[src/rtl/io_input_port.sv]
// ---------------------------------------------------------------------------
// io_input_port
//   Producer side of the memory unit's memory-mapped input channel. Words
//   from an external device (switch bank / keypad latch) are captured on each
//   rising edge of the asynchronous dev_strobe. They are then queued in a
//   small FIFO and presented head-first to the memory unit.
//
// Ports
//   clk         system clock, rising edge
//   rst_n       asynchronous active-low reset
//   dev_data    device word, held stable from strobe rise until the push edge
//   dev_strobe  device write strobe (async level); one push per rising edge
//   Input       head-of-FIFO word, 16'h0000 when empty
//   InputValid  FIFO non-empty
//   InputRecv   one-cycle pulse: head consumed (pop)
//   InputRst    synchronous flush, highest priority
//   dev_full    FIFO holds DEPTH words
//   overflow    sticky flag: a push was dropped because the FIFO was full
//   count       occupancy 0..DEPTH
// ---------------------------------------------------------------------------
module io_input_port #(
    parameter int DEPTH = 4,
    parameter int AW    = 2
) (
    input  logic          clk,
    input  logic          rst_n,
    input  logic [15:0]   dev_data,
    input  logic          dev_strobe,
    output logic [15:0]   Input,
    output logic          InputValid,
    input  logic          InputRecv,
    input  logic          InputRst,
    output logic          dev_full,
    output logic          overflow,
    output logic [AW:0]   count
);

    localparam logic [AW:0] FULL_CNT = (AW+1)'(DEPTH);

    logic                   r_s1, r_s2, r_s3;
    logic [AW-1:0]          r_wptr, r_rptr;
    logic [AW:0]            r_count;
    logic                   r_overflow;
    logic [DEPTH-1:0][15:0] r_mem;

    logic w_push_req, w_full, w_empty, w_pop, w_push, w_drop;

    // s1/s2 resynchronise the strobe and s3 delays s2 for edge detection.
    // InputRst deliberately leaves these alone. A strobe that is still high
    // across a flush therefore does not produce a second push.
    always_ff @(posedge clk or negedge rst_n) begin
        if (!rst_n) begin
            r_s1 <= 1'b0;
            r_s2 <= 1'b0;
            r_s3 <= 1'b0;
        end else begin
            r_s1 <= dev_strobe;
            r_s2 <= r_s1;
            r_s3 <= r_s2;
        end
    end

    assign w_push_req = r_s2 & ~r_s3;
    assign w_full     = (r_count == FULL_CNT);
    assign w_empty    = (r_count == '0);
    assign w_pop      = InputRecv & ~w_empty;
    // When full, a push is still accepted if the head is popped on the same edge.
    assign w_push     = w_push_req & (~w_full | w_pop);
    assign w_drop     = w_push_req & w_full & ~w_pop;

    always_ff @(posedge clk or negedge rst_n) begin
        if (!rst_n) begin
            r_wptr     <= '0;
            r_rptr     <= '0;
            r_count    <= '0;
            r_overflow <= 1'b0;
        end else if (InputRst) begin
            r_wptr     <= '0;
            r_rptr     <= '0;
            r_count    <= '0;
            r_overflow <= 1'b0;
        end else begin
            if (w_push) r_wptr <= r_wptr + AW'(1);
            if (w_pop)  r_rptr <= r_rptr + AW'(1);
            if (w_drop) r_overflow <= 1'b1;
            case ({w_push, w_pop})
                2'b10:   r_count <= r_count + (AW+1)'(1);
                2'b01:   r_count <= r_count - (AW+1)'(1);
                default: r_count <= r_count;
            endcase
        end
    end

    // Storage has no reset; empty slots are masked at the output.
    always_ff @(posedge clk) begin
        if (w_push && !InputRst) r_mem[r_wptr] <= dev_data;
    end

    assign Input      = w_empty ? 16'h0000 : r_mem[r_rptr];
    assign InputValid = ~w_empty;
    assign dev_full   = w_full;
    assign overflow   = r_overflow;
    assign count      = r_count;

endmodule
[config.mk]
export PLATFORM = sky130hd
export DESIGN_NAME = io_input_port
export DESIGN_NICKNAME = d
export VERILOG_FILES = /design/src/rtl/io_input_port.sv
export SDC_FILE = /design/constraint.sdc
export NUM_CORES = 1
export LEC_CHECK = 0
export ABC_CLOCK_PERIOD_IN_PS = 2430
export CAP_MARGIN = 20
export CELL_PAD_IN_SITES_DETAIL_PLACEMENT = 1
export CELL_PAD_IN_SITES_GLOBAL_PLACEMENT = 1
export CORE_ASPECT_RATIO = 0.8
export CORE_MARGIN = 5
export CORE_UTILIZATION = 45
export CTS_CLUSTER_SIZE = 12
export DETAILED_ROUTE_END_ITERATION = 16
export HOLD_SLACK_MARGIN = 0.12
export PLACE_DENSITY_LB_ADDON = 0.3
export SKIP_LAST_GASP = 1
export SYNTH_ARGS = -nofsm -noshare
export SYNTH_HDL_FRONTEND = slang
export SYNTH_SLANG_ARGS = --single-unit
[constraint.sdc]
create_clock -name clk -period 2.43 [get_ports clk]
set_input_delay 0.486 -clock clk [delete_from_list [all_inputs] [get_ports clk]]
set_output_delay 0.486 -clock clk [all_outputs]
set_load 0.01 [all_outputs]
==> results.txt <==
The flow ran to the end, but the final reports show violations. The checks that failed: negative setup slack. The synthesized area divided by synthesized cell count is about 19 sq um.

The vias per cell is roughly 5.3. Measured in cells, the most critical reg-to-reg path has a length of 8. The relative slew slack came out at 0.636.

The maximum fanout count along the critical path came out at 5. The number of clock buffers inserted by TritonCTS came out at 9. The standard-cell row count came out at 26. The worst setup path is captured at an output pin. Along the worst hold path, the cell count comes to 0. The count of antenna diodes in the layout came out at 0. The area enclosed by the die boundary is 8550 sq um. The overall routing resource usage is 0.171. The class of the most critical hold timing path is flop to flop. The initial antenna violation count came out at 0.

The wire length per cell came out at ~22 microns. The synthesized net count came out at approximately 190. The proportion of register bits with asynchronous set or reset after synthesis came out at 0.147. The area of the mapped netlist came out at about 3100 sq um. The highest attainable clock frequency came out at approximately 400 MHz. The number of synthesized register bits is 75. The power per standard cell area came out at 843 nW/um^2. The H-tree was split into 3 levels.

The period utilization is 1.04. The number of violations reported at the end of detailed-routing iteration 0 is 72. The clock root buffer is sky130_fd_sc_hd__clkbuf_8. The via count of the first global-routing pass came out at ~1.9k.

In the final layout, the share of cells above drive strength 1 is 0.272. The distinct cell type count after synthesis came out at 33. The last weighted congestion value of the routability-driven placer is ~0.81. The number of instances in the synthesized netlist is roughly 160.

The portion of the post-synthesis area used by sequential elements is 0.718. The longest clock path from root to sink contains 2 buffers. Setup repair after global routing could not meet its margin everywhere. Data on the critical path is required at its endpoint by 1.94 ns. The critical path startpoint category is a flop.

The pre-CTS setup slack came out at -0.0467 ns. Entering global routing, the biggest net connects 19 pins. Setup violations remaining at the end of the flow were counted as 5. The die boundary height came out at between 80 and 90 microns. Across the routed clock network, the largest skew measured is a little under 0.008 ns. The number of port buffers came out at between 40 and 50.

Once routing completed, OpenROAD measured the worst setup slack at -0.104 ns. The tree built by TritonCTS fans out to between 70 and 80 sinks. Among all flip-flop cells after synthesis, the most frequent one is sky130_fd_sc_hd__edfxtp_1. The signal on the critical path passes through buf_6 > mux4_2 > and2_1 > clkdlybuf4s50_1. In the layout the commonest cells are sky130_fd_sc_hd__edfxtp_1 (64), sky130_fd_sc_hd__clkdlybuf4s50_1 (27), sky130_fd_sc_hd__and2_1 (19), sky130_fd_sc_hd__mux4_2 (16), sky130_fd_sc_hd__buf_4 (15). The total vias in the final route came out at 1677. The post-route DRC violation count is 0. The most area-hungry cell type in the Yosys netlist is sky130_fd_sc_hd__edfxtp_1. In this design, the stage delay of the slowest critical-path cell is 0.48 ns. The max-cap violation count is 0. The worst endpoint data arrival time is ~2.1 ns. The static leakage power came out at 1.63 nW. Summed over all failing endpoints, the final setup total negative slack is -0.164 ns. The final critical delay including setup and external delays is roughly 2.5 ns.

The critical path is of the flop to output pin type. Counting flops with a built-in enable in the synthesized netlist gives 64. The post-route worst hold slack came out at roughly 0.35 ns.

The total wire length came out at 6940 microns. The number of antenna-violating nets in the routed design is 0. The design draws between 3 and 4 mW. The most common library cell in the layout ignoring fill and taps is sky130_fd_sc_hd__edfxtp_1. VDD sags by at most around 610 uV. The number of iterations in the first detailed-routing pass came out at 4. The net count of the finished layout came out at approximately 260. Yosys attributes the largest share of cell area to sky130_fd_sc_hd__edfxtp_1 (63%), sky130_fd_sc_hd__mux4_2 (12%), sky130_fd_sc_hd__dfrtp_1 (9.0%). The global-route wire length before repair is 10400 microns. The CTS clock-pin slew for the worst setup and hold paths is ~0.080 ns. The slowest stage of the critical path is the sky130_fd_sc_hd__mux4_2 cell. The placeable core area came out at 6510 sq um. The boundary pin count came out at between 40 and 50.

The final max-slew violation count is 0. For this run, the number of Yosys warnings is 0. The placed wire-length estimate after detailed placement is approximately 4600 microns. From synthesis to final layout, the design area changed by 34.2%.

The clock tree from TritonCTS is built. The number of failing hold endpoints at the final stage is 0. The clock latency reported for the late side of the worst-skew pair came out at around 0.34 ns. The floorplan step set the die width to slightly above 100 microns. Of the post-synthesis cell area, the dominant cell type holds 0.628. At the pin with the least slew margin, the transition time is approximately 0.54 ns. The final global-route overflow total is 0.

For this configuration, the core starts out at a cell density of 0.470.
-- metal layers --
layer	track usage	share of wire	up-vias
met5	0	0	-
met4	0.0560	0.019	0
met3	0.0677	0.044	11
met2	0.297	0.56	34
met1	0.188	0.38	869
li1	-	-	763
-- final cells by class --
| cell class | instances | area [sq um] |
|---|---|---|
| multi-input cells | 76 | 811 |
| well taps | 84 | 105 |
| repair buffers | 65 | 717 |
| clock buffers | 9 | 124 |
| fillers | 603 | 2400 |
| clock inverters | 6 | 129 |
| flip-flops and latches | 75 | 2200 |
| inverters | 4 | 18.8 |
-- flip-flops by register name (all words and copies together), names as in the netlist --
name / count
r_mem: 64
overflow: 1
r_wptr: 2
r_rptr: 2
r_s2: 1
r_s1: 1
r_s3: 1
count: 3
-- path summary, 6_finish.rpt --
path                                start         to  slack, ns
worst min-delay path                 r_s1       r_s2       0.35
max in group asynchronous           rst_n  r_rptr[1]       1.55
worst max-delay path            r_rptr[0]   Input[5]      -0.10
worst min register to register       r_s1       r_s2       0.35
min in group asynchronous           rst_n   count[0]       0.49
worst max register to register   count[2]   count[2]       0.35
-- repair_timing --
action	4_1_cts	5_1_grt
buffers inserted	1	7
resized for setup	4	22
hold buffers	0	0
pin swaps	0	2
gates cloned	0	1
setup endpoints to repair	17	17
-- where the power goes --
part / internal, mW / switching (mW)
Sequential: 1.43 / 0.0365
Combinational: 0.457 / 0.329
Clock: 0.775 / 0.427
Total: 2.66 / 0.793
-- stage by stage --
stage	utilization	cell area, sq um	std cells
2_1_floorplan	-	3060	161
3_3_place_gp	0.568	3690	295
3_5_place_dp	0.568	3690	295
4_1_cts	0.611	3980	311
5_1_grt	0.631	4100	319
6_report	0.631	4100	319
-- Yosys cell counts, types with 2 or more instances --
cell                        n
sky130_fd_sc_hd__edfxtp_1  64
sky130_fd_sc_hd__xnor2_1    2
sky130_fd_sc_hd__nor3_1     2
sky130_fd_sc_hd__dfrtp_1   11
sky130_fd_sc_hd__a21oi_1    2
sky130_fd_sc_hd__ha_1       4
sky130_fd_sc_hd__mux4_2    16
sky130_fd_sc_hd__and2_1    20
sky130_fd_sc_hd__a31oi_1    3
sky130_fd_sc_hd__buf_2      2
sky130_fd_sc_hd__inv_1      4
sky130_fd_sc_hd__and2b_1    2
sky130_fd_sc_hd__nor2_1     7
sky130_fd_sc_hd__buf_6      2
sky130_fd_sc_hd__nor3_2     2
-- cells by family (layout without fill, tap and decap cells) --
kind of cell,after synthesis,after routing,share of synthesized area
flip-flops,75,75,0.718
AND/OR/NAND/NOR,41,41,0.0863
multiplexers,17,17,0.121
AO/OA/AOI/OAI,10,10,0.0233
buffers and inverters,10,84,0.0192
adder cells (fa/ha/maj),5,5,0.0229
XOR/XNOR,3,3,0.00859
-- worst max-delay path, delay by kind of cell (launching register included) --
kind	cells	cell delay (ns)
flip-flops	1	0.42
AND/OR/NAND/NOR	1	0.18
multiplexers	1	0.48
buffers and inverters	2	0.63
Note: power is estimated with default switching activity, not from simulation.
==> patch, RTL diff (same flow settings) <==
Register the output `count` once more, with the module's reset; this adds one clock of latency there. The other outputs are not delayed to match.
--- a/src/rtl/io_input_port.sv
+++ b/src/rtl/io_input_port.sv
@@ -100,6 +100,12 @@
     assign InputValid = ~w_empty;
     assign dev_full   = w_full;
     assign overflow   = r_overflow;
-    assign count      = r_count;
+    always_ff @(posedge clk or negedge rst_n) begin
+        if (!rst_n) begin
+            count <= '0;
+        end else begin
+            count <= r_count;
+        end
+    end
 
 endmodule
Check against the original RTL: not equivalent (a bounded check fails within 4 cycles, from zero or initial values and one cycle with rst_n low).
==> patch against the unedited design <==
  * The flow still finishes with violations (setup timing)
  * Design area is 0.31% lower
  * Area after synthesis grew 2.5%
  * Count of clock-buffer cells in the layout rose by 3
  * First-iteration DRC count shrank 11%
  * Worst setup slack improved by 90 ps
  * Utilization decreased by 3.1 points
  * Register-to-register slack worse by 120 ps
  * Wire length decreased by 2.0%
  * Total power fell by 6.6%
  * Sequential cell count grew 3
  * Cell count increased by 4.1%
==> patch: results (changes against the unedited design) <==
Area Overhead vs Synth - 30.59%
Well Taps - 87 (+3.6%)
Routability Congestion - 0.8598 (+6.3%)
first-pass GRT wire length - 10.36 mm (-0.47%)
post-synth net total - 190 (+1.6%)
mux cell area share after synthesis - 11.82% (-0.29 points)
Avg WL per Cell - 20.47 um (-5.8%)
fin nets - 266 (+3.5%)
sequential cell area share - 55.60% (+2.0 points)
post-route setup slack - -14.01 ps (+90.07 ps)
met2 WL - 3.592 mm (-7.5%)
routed wl met3 - 292 um (-5.2%)
final setup skew - 8.025 ps (+0.2598 ps)
Synth area leaders - edfxtp_1 (61%), mux4_2 (12%), dfrtp_1 (11%)
VDD IR max - 413.3 uV (-32%)
GR Util met3 - 4.153% (-2.6 points)
DP Wirelength - 4.469 mm (-2.7%)
WP data arrival - 1960 ps (-90 ps)
switching share of power - 24.72% (+1.8 points)
violated checks - setup timing
vias in the first global route - 1922 (+1.7%)
compound-gate portion of the synthesized area - 2.276% (-0.056 points)
Post-Synth XOR/XNOR Area - 0.8387% (-0.021 points)
number of synthesized register bits - 78 (+4.0%)
final-layout fill cell count - 619 (+2.7%)
run status - finished with violations
Final setup viols - 2 (-3)
clk pwr - 0.930 mW (-22%)
leak pwr - 1.503 nW (-8.0%)
Setup Slack @ Placement - -110.6 ps (-63.87 ps)
Power, Total - 3.231 mW (-6.6%)
Starting DRT DRC Count - 64 (-11%)
multi-input gate share of the layout cell area - 19.76% (about the same)
Sequential Power - 1.53 mW (+4%)
GRT met2 Usage - 27.78% (-1.9 points)
synth cell count leaders - edfxtp_1 (64), and2_1 (20), mux4_2 (16)
layout cells sized above 1 - 31.02% (+3.8 points)
Vias/cell - 5.214 (-0.82%)
patch: cell count changes in the layout (fill, tap and decap cells not counted), sizes merged, moves of 3 or more:
cell          delta
clkbuf          +11
dlygate4sd2      +7
bufinv           -3
buf              +5
dfrtp            +3
dlymetal6s2s    -13
patch: path summary, 6_finish.rpt:
check,startpoint,end,slack (ps)
worst min register to register,r_s1,r_s2,350
max in group asynchronous,rst_n,r_rptr[0],1400
worst max-delay path,r_rptr[0],Input[0],-10
worst max register to register,r_count[2],r_count[2],230
worst min-delay path,r_s1,r_s2,350
min in group asynchronous,rst_n,count[1],560
patch: repair_timing:
| item | CTS | global route |
|---|---|---|
| cloned | 0 | 1 |
| endpoints found under the setup margin | 17 | 9 |
| hold buffers | 0 | 0 |
| resized for setup | 19 | 18 |
| setup buffers | 10 | 5 |
| endpoints found under the hold margin | 0 | 0 |
patch: through the flow:
stage               std cells  TNS [ps]
floorplan                 164         0
global placement          300         0
detailed placement        300    -111.6
CTS                       326    -401.6
global route              332    -275.6
finish                    332    -18.80
